File: config.mk
export PLATFORM = sky130hd
export DESIGN_NAME = time_set_ctrl
export DESIGN_NICKNAME = d
export VERILOG_FILES = /design/src/rtl/time_set_pkg.sv /design/src/rtl/rise_detect.sv /design/src/rtl/time_set_ctrl.sv
export SDC_FILE = /design/constraint.sdc
export NUM_CORES = 1
export LEC_CHECK = 0
export CAP_MARGIN = 20
export CORE_ASPECT_RATIO = 1.5
export CORE_UTILIZATION = 54
export CTS_CLUSTER_DIAMETER = 50
export CTS_CLUSTER_SIZE = 10
export DETAILED_ROUTE_END_ITERATION = 8
export PLACE_DENSITY = 0.91
export SETUP_SLACK_MARGIN = 0.1
export SLEW_MARGIN = 20
export SYNTH_ARGS = -nofsm -noshare
export SYNTH_HDL_FRONTEND = slang
export SYNTH_SLANG_ARGS = --single-unit
File: constraint.sdc
create_clock -name clk -period 3.2 [get_ports clk]
set_input_delay 0.64 -clock clk [delete_from_list [all_inputs] [get_ports clk]]
set_output_delay 0.64 -clock clk [all_outputs]
set_load 0.01 [all_outputs]
File: src/rtl/time_set_pkg.sv
// -----------------------------------------------------------------------------
// time_set_pkg
// Shared definitions for the time-set controller:
//   - state_t          : controller state enumeration
//   - SEL_*            : field / write-target codes (shared by selout and field)
//   - *_MAX_DEF        : default largest legal hour/minute/second values
//   - BTN_*            : bit positions of the buttons in the packed button bus
//   - next_field()     : field rotation hour -> min -> sec -> hour
//   - step_value()     : wrap-around increment/decrement of one field
//   - clamp_value()    : limit a preloaded value to its legal maximum
// -----------------------------------------------------------------------------
package time_set_pkg;

   typedef enum logic [2:0] {
      ST_IDLE = 3'd0,
      ST_LOAD = 3'd1,
      ST_EDIT = 3'd2,
      ST_WR_H = 3'd3,
      ST_WR_M = 3'd4,
      ST_WR_S = 3'd5
   } state_t;

   localparam logic [1:0] SEL_SEC  = 2'b00;
   localparam logic [1:0] SEL_MIN  = 2'b01;
   localparam logic [1:0] SEL_HOUR = 2'b10;

   localparam int HOUR_MAX_DEF = 23;
   localparam int MIN_MAX_DEF  = 59;
   localparam int SEC_MAX_DEF  = 59;

   localparam int BTN_NEXT   = 0;
   localparam int BTN_INC    = 1;
   localparam int BTN_DEC    = 2;
   localparam int BTN_SUBMIT = 3;
   localparam int NUM_BTN    = 4;

   // Edit order is hour first, then minute, then second, then back to hour.
   function automatic logic [1:0] next_field(input logic [1:0] f);
      logic [1:0] r;
      case (f)
         SEL_HOUR: r = SEL_MIN;
         SEL_MIN:  r = SEL_SEC;
         default:  r = SEL_HOUR;
      endcase
      return r;
   endfunction

   // Simultaneous inc and dec cancel out, leaving the value untouched.
   function automatic logic [6:0] step_value(input logic [6:0] v,
                                             input logic [6:0] vmax,
                                             input logic       inc,
                                             input logic       dec);
      logic [6:0] r;
      r = v;
      if (inc && !dec) begin
         r = (v >= vmax) ? 7'd0 : v + 7'd1;
      end else if (dec && !inc) begin
         r = (v == 7'd0) ? vmax : v - 7'd1;
      end
      return r;
   endfunction

   function automatic logic [6:0] clamp_value(input logic [6:0] v,
                                              input logic [6:0] vmax);
      return (v > vmax) ? vmax : v;
   endfunction

endpackage

File: src/rtl/rise_detect.sv
// -----------------------------------------------------------------------------
// rise_detect
// One-bit registered rising-edge detector.
//   clk    in  : clock, rising edge
//   rst_n  in  : synchronous active-low reset, clears the history register
//   en     in  : history only advances while high; rise is suppressed while low
//   d      in  : synchronous level to watch
//   rise   out : d & ~previous(d), combinational from d and the history
// Because the history freezes while en is low, a rising edge that arrives
// during a disabled interval is still reported once enable returns.
// -----------------------------------------------------------------------------
module rise_detect (
   input  logic clk,
   input  logic rst_n,
   input  logic en,
   input  logic d,
   output logic rise
);

   logic r_prev;

   always_ff @(posedge clk) begin
      if (!rst_n) begin
         r_prev <= 1'b0;
      end else if (en) begin
         r_prev <= d;
      end
   end

   assign rise = en & d & ~r_prev;

endmodule

File: src/rtl/time_set_ctrl.sv
// -----------------------------------------------------------------------------
// time_set_ctrl
// Lets a user edit hour/minute/second with next/inc/dec buttons and then
// writes the edited time to the time counter as three single-cycle strobes
// (hour, minute, second on consecutive cycles).
// Parameters:
//   HOUR_MAX, MIN_MAX, SEC_MAX : largest legal value of each field
// Ports:
//   clk        in  : clock, rising edge
//   rst_n      in  : synchronous active-low reset (wins over En)
//   En         in  : block enable; everything holds while low
//   set_mode   in  : level, high requests / keeps time-set mode
//   btn_next   in  : rising edge selects the next field
//   btn_inc    in  : rising edge increments the selected field
//   btn_dec    in  : rising edge decrements the selected field
//   submit     in  : rising edge starts the write sequence
//   cur_hour/cur_min/cur_sec in [6:0] : running time, preloaded on entry
//   wr_en      out : one-cycle write strobe
//   selout     out [1:0] : write target 00 sec, 01 min, 10 hour
//   Dout       out [6:0] : write data, zero when wr_en is low
//   editing    out : high in LOAD and EDIT
//   field      out [1:0] : field currently under edit
// -----------------------------------------------------------------------------
module time_set_ctrl
   import time_set_pkg::*;
#(
   parameter int HOUR_MAX = HOUR_MAX_DEF,
   parameter int MIN_MAX  = MIN_MAX_DEF,
   parameter int SEC_MAX  = SEC_MAX_DEF
) (
   input  logic       clk,
   input  logic       rst_n,
   input  logic       En,
   input  logic       set_mode,
   input  logic       btn_next,
   input  logic       btn_inc,
   input  logic       btn_dec,
   input  logic       submit,
   input  logic [6:0] cur_hour,
   input  logic [6:0] cur_min,
   input  logic [6:0] cur_sec,
   output logic       wr_en,
   output logic [1:0] selout,
   output logic [6:0] Dout,
   output logic       editing,
   output logic [1:0] field
);

   localparam logic [6:0] HOUR_MAX_V = 7'(HOUR_MAX);
   localparam logic [6:0] MIN_MAX_V  = 7'(MIN_MAX);
   localparam logic [6:0] SEC_MAX_V  = 7'(SEC_MAX);

   // ------------------------------------------------------------------
   // Button edge detection, one detector per button
   // ------------------------------------------------------------------
   logic [NUM_BTN-1:0] w_btn;
   logic [NUM_BTN-1:0] w_rise;

   assign w_btn[BTN_NEXT]   = btn_next;
   assign w_btn[BTN_INC]    = btn_inc;
   assign w_btn[BTN_DEC]    = btn_dec;
   assign w_btn[BTN_SUBMIT] = submit;

   genvar gi;
   generate
      for (gi = 0; gi < NUM_BTN; gi++) begin : g_btn
         rise_detect u_rise (
            .clk  (clk),
            .rst_n(rst_n),
            .en   (En),
            .d    (w_btn[gi]),
            .rise (w_rise[gi])
         );
      end
   endgenerate

   logic w_next_rise;
   logic w_inc_rise;
   logic w_dec_rise;
   logic w_submit_rise;

   assign w_next_rise   = w_rise[BTN_NEXT];
   assign w_inc_rise    = w_rise[BTN_INC];
   assign w_dec_rise    = w_rise[BTN_DEC];
   assign w_submit_rise = w_rise[BTN_SUBMIT];

   // ------------------------------------------------------------------
   // State and edit registers
   // ------------------------------------------------------------------
   state_t     r_state;
   state_t     w_state_next;
   logic [1:0] r_field;
   logic [1:0] w_field_next;
   logic [6:0] r_hour;
   logic [6:0] w_hour_next;
   logic [6:0] r_min;
   logic [6:0] w_min_next;
   logic [6:0] r_sec;
   logic [6:0] w_sec_next;

   always_ff @(posedge clk) begin
      if (!rst_n) begin
         r_state <= ST_IDLE;
         r_field <= SEL_HOUR;
         r_hour  <= 7'd0;
         r_min   <= 7'd0;
         r_sec   <= 7'd0;
      end else if (En) begin
         r_state <= w_state_next;
         r_field <= w_field_next;
         r_hour  <= w_hour_next;
         r_min   <= w_min_next;
         r_sec   <= w_sec_next;
      end
   end

   // ------------------------------------------------------------------
   // Next-state logic
   // ------------------------------------------------------------------
   always_comb begin
      w_state_next = r_state;
      w_field_next = r_field;
      w_hour_next  = r_hour;
      w_min_next   = r_min;
      w_sec_next   = r_sec;

      case (r_state)
         ST_IDLE: begin
            if (set_mode) begin
               w_state_next = ST_LOAD;
            end
         end

         ST_LOAD: begin
            w_hour_next  = clamp_value(cur_hour, HOUR_MAX_V);
            w_min_next   = clamp_value(cur_min, MIN_MAX_V);
            w_sec_next   = clamp_value(cur_sec, SEC_MAX_V);
            w_field_next = SEL_HOUR;
            w_state_next = ST_EDIT;
         end

         ST_EDIT: begin
            // Priority: abort, then submit, then field select, then inc/dec.
            if (!set_mode) begin
               w_state_next = ST_IDLE;
            end else if (w_submit_rise) begin
               w_state_next = ST_WR_H;
            end else if (w_next_rise) begin
               w_field_next = next_field(r_field);
            end else begin
               case (r_field)
                  SEL_HOUR: w_hour_next = step_value(r_hour, HOUR_MAX_V,
                                                     w_inc_rise, w_dec_rise);
                  SEL_MIN:  w_min_next  = step_value(r_min, MIN_MAX_V,
                                                     w_inc_rise, w_dec_rise);
                  default:  w_sec_next  = step_value(r_sec, SEC_MAX_V,
                                                     w_inc_rise, w_dec_rise);
               endcase
            end
         end

         // The write sequence ignores set_mode and buttons until it completes.
         ST_WR_H: w_state_next = ST_WR_M;
         ST_WR_M: w_state_next = ST_WR_S;
         ST_WR_S: w_state_next = ST_IDLE;

         default: w_state_next = ST_IDLE;
      endcase
   end

   // ------------------------------------------------------------------
   // Outputs, decoded from the registered state so they hold with En low
   // ------------------------------------------------------------------
   always_comb begin
      wr_en   = 1'b0;
      selout  = SEL_SEC;
      Dout    = 7'd0;
      editing = 1'b0;
      field   = r_field;

      case (r_state)
         ST_LOAD, ST_EDIT: begin
            editing = 1'b1;
         end
         ST_WR_H: begin
            wr_en  = 1'b1;
            selout = SEL_HOUR;
            Dout   = r_hour;
         end
         ST_WR_M: begin
            wr_en  = 1'b1;
            selout = SEL_MIN;
            Dout   = r_min;
         end
         ST_WR_S: begin
            wr_en  = 1'b1;
            selout = SEL_SEC;
            Dout   = r_sec;
         end
         default: begin
            wr_en = 1'b0;
         end
      endcase
   end

endmodule

Yosys cells after proc, flatten, opt, wreduce, memory -nomap -nowiden
Index checks and enable logic that the tools add are counted.
W data, S select, Z words.
{"block": "op_classes", "addsub": 6, "multipliers": 0, "div_mod_pow": 0, "magnitude_cmp": 6, "n_eq_ne": 17, "n_shift": 0, "muxes": 43, "n_bitwise": 12, "reduce_logical": 17}
{"cell": "$mux W7", "count": 27}
{"cell": "$pmux W7 S2", "count": 3}
{"cell": "$add A7 B1 Y7 const B", "count": 3}
{"cell": "$logic_not A7 Y1", "count": 3}
{"cell": "$pmux W7 S3", "count": 1}
{"cell": "$reduce_and A7 Y1", "count": 3}
{"cell": "$sub A7 B1 Y7 const B", "count": 3}
{"cell": "$pmux W3 S5", "count": 1}
{"cell": "$ge A7 B6 Y1 const B", "count": 2}
{"cell": "$gt A7 B6 Y1 const B", "count": 2}
{"cell": "$pmux W2 S2", "count": 3}
{"cell": "$ne A2 B2 Y1 const B", "count": 5}
{"cell": "$mux W3", "count": 3}
{"cell": "$and A1 B1 Y1", "count": 8}
{"cell": "$ge A7 B5 Y1 const B", "count": 1}
{"cell": "$gt A7 B5 Y1 const B", "count": 1}
{"cell": "$eq A3 B2 Y1 const B", "count": 2}
{"cell": "$eq A3 B3 Y1 const B", "count": 2}
{"cell": "$mux W2", "count": 3}
{"cell": "$ne A2 B1 Y1 const B", "count": 3}
{"cell": "$reduce_and A5 Y1", "count": 1}
{"cell": "$not A1 Y1", "count": 4}
{"cell": "$reduce_or A2 Y1", "count": 2}
{"cell": "$eq A3 B1 Y1 const B", "count": 1}
{"cell": "other kinds (11)", "count": 14}
{"block": "word_totals", "reg_bits": 30, "latchBits": 0, "mem_bits_rw": 0, "romBits": 0, "in_bits": 29, "wordCells": 110, "n_memories": 0}

Longest topological paths before layout
{"block": "depth", "ltp_word": 11, "mapped_depth": 10}

Hierarchy
From an unflattened synthesis, not the netlist that was laid out.
{"block": "unflattened", "cells_unflattened": 356, "area_unflattened_um2": 2542.4}
{"module": "time_set_ctrl", "instances": 1, "cells_per_inst": 336, "area_each_um2": 2377.3, "seq_area_each_um2": 520.5}
{"module": "rise_detect", "instances": 4, "cells_per_inst": 5, "area_each_um2": 41.3, "seq_area_each_um2": 20.0}

Worst setup path before layout
Ideal clock, no wire load.
{"block": "synth_timing", "path_type": "input to register", "from": "input En", "to": "register r_min[6]", "setup_ns": 0.071, "arrival_ns": 2.716, "slack_ns": 0.413, "cell_stages": 9, "n_path_buf": 2, "path_cell_list": "clkbuf_1 > clkbuf_1 > and3b_1 > ha_1 > nand2b_1 > nor3_1 > o21ai_1 > or4_1 > a21oi_1"}
{"block": "synth_between", "elab_chain_cells": 10, "elab_cells_between_ends": 22, "classes_between": "eq/ne (3); mux (6); bitwise (8); reduce/logical (5)"}
{"element": "start: declaration", "line": "time_set_ctrl.sv:33", "source": "input logic En,"}
{"element": "$and A1 B1 Y1 (2 in series)", "line": "rise_detect.sv:30", "source": "assign rise = en & d & ~r_prev;"}
{"element": "$logic_not A1 Y1", "line": "time_set_pkg.sv:55", "source": "if (inc && !dec) begin"}
{"element": "$logic_and A1 B1 Y1", "line": "time_set_pkg.sv:55"}
{"element": "$mux W7", "line": "time_set_pkg.sv:55"}
{"element": "$mux W7", "line": "time_set_ctrl.sv:151", "source": "case (r_field)"}
{"element": "$mux W7", "line": "time_set_ctrl.sv:148", "source": "end else if (w_next_rise) begin"}
{"element": "$mux W7", "line": "time_set_ctrl.sv:146", "source": "end else if (w_submit_rise) begin"}
{"element": "$mux W7", "line": "time_set_ctrl.sv:144", "source": "if (!set_mode) begin"}
{"element": "$pmux W7 S2", "line": "time_set_ctrl.sv:127", "source": "case (r_state)"}
{"element": "end signal: assignment", "line": "time_set_ctrl.sv:112", "source": "r_min <= w_min_next;"}
{"element": "end: declaration", "line": "time_set_ctrl.sv:96", "source": "logic [6:0] r_min;"}
Several ways; a longest one is shown, not always the timed one. The select of a mux whose other input is x is not followed.
A chain may end at the register's enable or synchronous reset.

Final worst setup path
{"block": "layout_timing", "from": "register r_state[2]", "to": "output Dout[6]"}
{"block": "layout_between", "elab_chain_cells": 2, "elab_cells_between_ends": 4, "classes_between": "eq/ne (3); mux (1)"}
{"element": "start: declaration", "line": "time_set_ctrl.sv:90", "source": "state_t r_state;"}
{"element": "start signal: assignment", "line": "time_set_ctrl.sv:109", "source": "r_state <= w_state_next;"}
{"element": "$eq A3 B3 Y1 / $eq A3 B2 Y1 (equally long branches)", "line": "time_set_ctrl.sv:181", "source": "case (r_state)"}
{"element": "$pmux W7 S3 *", "line": "time_set_ctrl.sv:181"}
{"element": "end: declaration", "line": "time_set_ctrl.sv:44", "source": "output logic [6:0] Dout,"}
Every way passes the cells marked *; elsewhere a longest branch is shown, timed or not.

==> flow_summary.ini <==
[status]
run_status = finished clean

[clock_tree]
clock-root-buffer = sky130_fd_sc_hd__clkbuf_8
cts-buffers-inserted = 5
clock_latency_at_the_later_pin_of_the_worst_skew_pair_ns = 0.29
cts.htree.levels = 2
clock-sinks = 30
clk_transition_reported_paths_ns = 0.07
cts_tree = yes
post_cts.resized_instances = 0
max-clock-path-buffers = 2
number_of_hold_buffers_added_after_cts = 0
cts_setup_buffers = 0

[routing]
wirelength_mm = 7.14
drt-wirelength-per-cell_um = 16.3
routed-via-count = 2837
antenna_left = 0
drt-vias-per-instance = 6.48
drt_pass1_iterations = 6
detailedRoute.firstIterationViolations = 164
drcViolationCount = 0

[critical_path]
cpMaxStageDelayCell = sky130_fd_sc_hd__clkdlybuf4s50_1
worst-path-max-fanout = 10
worstSetupStartpointType = flip-flop
crit_arrival_ns = 2.30
critical_path_buf_inv_count = 1
worst_path_largest_cell_delay_ns = 0.54
crit_path_frequent_cell = sky130_fd_sc_hd__nor2b_1
cp.required_ns = 2.56
worst-setup-path-type = reg2out
critical_path_cell_sequence = nor2b_1 > nor2b_1 > a22o_1 > clkdlybuf4s50_1
setup.worst_path.end_class = primary output
cp_top_family = simple AND/OR/NAND/NOR gates

[yosys]
yosys_register_bits = 30
synthXorXnorAreaFrac_pct = 6.70
synth_top_cells_by_area = sky130_fd_sc_hd__dfxtp_1 23%, sky130_fd_sc_hd__ha_1 5.7%, sky130_fd_sc_hd__nor3_1 4.8%
netlist-cell-type-count = 60
synth_enable_flop_cells = 0
async_reset_ff_share_pct = 0
synth_adder_area_share_pct = 5.74
synth_top_family_by_area = simple AND/OR/NAND/NOR gates
compound_gate_fraction_of_synth_area_pct = 26.7
synth.net_count = 385
syn_inst = 344
area_share_of_the_largest_cell_type_after_synthesis_pct = 23.0
simple_gate_fraction_of_synth_area_pct = 28.3
ys_seq_area_share_pct = 23.0
yosysWarnings = 0
postSynth.topFlopCell = sky130_fd_sc_hd__dfxtp_1
synth_area_um2 = 2620
synth.mux.area_fraction_pct = 2.30
synth_area_per_cell_um2 = 7.61
yosys_top_cell_by_area = sky130_fd_sc_hd__dfxtp_1

[timing]
max_freq_ghz = 0.340
finalCritPeriodShare_pct = 92.0
clock-skew-final_ns = 0.00718
finalSetupViolations = 0
final_hold_viol_count = 0
rsz0062_at_grt = no
timing.max_slew.rel_slack_pct = 38.8
final_max_slew_viol_count = 0
period_needed_ns = 2.94
worst_slew_pin_slew_ns = 0.914
timing.setup.tns_ns = 0

[placement]
routabilityCongestion = 0.977
dp_hpwl_mm = 5.19
place_inst = 430
place_area_um2 = 3060
numPortBuffers = 41

[floorplan]
die-area_um2 = 5130
initial_core_util_pct = 57.1
fp.coreArea_um2 = 4580
placement_row_count = 30
die-height_um = 87.3
dieWidth_um = 58.8
ioPinCount = 42

[grt]
grt_max_degree = 18
grt_pass1_vias = 2612
grt.total_usage_pct = 29.3
grt_antenna_before_repair = 0
grt_first_pass_wirelength_mm = 11.6
grt-ovfl-total = 0

[worst_hold_path]
worstHoldPathType = reg2reg

[finish]
fin_cells = 438
diodes = 0
layout-area-overhead-vs-synth_pct = 22.2
nets = 414
final_layout_size_suffix_gt1_share_pct = 6.42
post-route-cell-area_um2 = 3200

[power_and_ir_drop]
cellPowerDensity_nw_per_um2 = 364
ir_drop_uv = 377
static-leakage-power_nw = 1.14

[job]
max-cap-violations = 0
## tightest hold or removal path: stages, from the launching register on
cell	delay (ns)
sky130_fd_sc_hd__dfxtp_1	0.34
sky130_fd_sc_hd__nand2_1	0.06
sky130_fd_sc_hd__a21oi_1	0.05
## final timing paths
path | from | endpoint | slack, ns | depth (start not counted)
setup / recovery | r_state[2]$_SDFFE_PN0P_ | Dout[6] | 0.26 | 4
hold / removal | field[0]$_SDFFE_PN0P_ | field[0]$_SDFFE_PN0P_ | 0.49 | 2
setup reg to reg | r_state[0]$_SDFFE_PN0P_ | r_min[6]$_SDFFE_PN0P_ | 0.90 | 5
hold reg to reg | field[0]$_SDFFE_PN0P_ | field[0]$_SDFFE_PN0P_ | 0.49 | 2
## metrics by stage
stage          hold WS, ns  worst slack (ns)  utilization [%]  power (mW)
6_report             0.494             0.256             69.8        1.17
2_1_floorplan        0.451             0.413                -       0.590
3_5_place_dp         0.483             0.385             66.7       0.676
5_1_grt              0.526             0.113             69.8        1.21
3_3_place_gp         0.464             0.426             66.7       0.669
4_1_cts              0.499             0.249             69.8        1.16
## cell usage after synthesis (all sizes together) (2+ instances only)
master / n
o221ai: 2
o31ai: 3
dfxtp: 30
o211ai: 2
a21o: 2
o32ai: 5
nor3b: 6
nand4: 4
o21a: 3
and3: 3
or3: 4
a31oi: 6
nand3: 18
xnor2: 14
ha: 12
nor4: 3
o21ai: 17
a22o: 14
nor3: 26
nor2b: 8
a211oi: 8
xor2: 6
and2: 2
nand2: 16
nand2b: 5
a221oi: 2
mux2i: 6
inv: 17
and3b: 2
nand3b: 8
nor2: 22
clkbuf: 23
o41ai: 6
a21oi: 11
o22ai: 4
nor4b: 2
buf: 5
## where the power goes
part           switching (mW)  internal [mW]
Combinational           0.133          0.123
Clock                   0.157          0.332
Sequential             0.0325          0.388
Total                   0.322          0.844
## registers in the layout, indices dropped and copies added (netlist names)
signal	flops
g_btn.u_rise.r_prev	4
field	2
r_hour	7
r_min	7
r_sec	7
r_state	3
## kinds of logic after synthesis
kind of cell | count (synthesis)
simple gates | 134
flops | 30
buf+inv | 46
xor+xnor | 20
fa+ha+maj | 12
compound gates | 96
mux | 6
## placed cells by master, fill, tap and decap left out, types with 8 or more instances in the layout
cell / instances
sky130_fd_sc_hd__a211oi_1: 8
sky130_fd_sc_hd__a22o_1: 14
sky130_fd_sc_hd__nand3b_1: 8
sky130_fd_sc_hd__nor2_1: 22
sky130_fd_sc_hd__nor3_1: 25
sky130_fd_sc_hd__inv_1: 17
sky130_fd_sc_hd__dfxtp_1: 30
sky130_fd_sc_hd__ha_1: 12
sky130_fd_sc_hd__nand3_1: 18
sky130_fd_sc_hd__nand2_1: 16
sky130_fd_sc_hd__o21ai_0: 16
sky130_fd_sc_hd__nor2b_1: 8
sky130_fd_sc_hd__buf_4: 9
sky130_fd_sc_hd__xnor2_1: 14
sky130_fd_sc_hd__clkdlybuf4s50_1: 41
sky130_fd_sc_hd__a21oi_1: 10
## metal layers
| layer | vias up | global-route usage, % | share of wire [%] |
|---|---|---|---|
| li1 | 1345 | - | - |
| met1 | 1327 | 33.4 | 39 |
| met2 | 138 | 51.4 | 52 |
| met3 | 27 | 3.57 | 5.6 |
| met4 | 0 | 16.2 | 3.3 |
| met5 | - | 0 | 0 |
## cell type report
cell class                      instances  area [um2]
Multi-Input combinational cell        268        1830
Fill cell                             348        1380
Sequential cell                        30         601
Timing Repair Buffer                   50         478
Clock buffer                            6        82.6
Tap cell                               64        80.1
Inverter                               18        67.6
Clock inverter                          2        60.1
No activity file was read; power rests on OpenSTA's default activity.
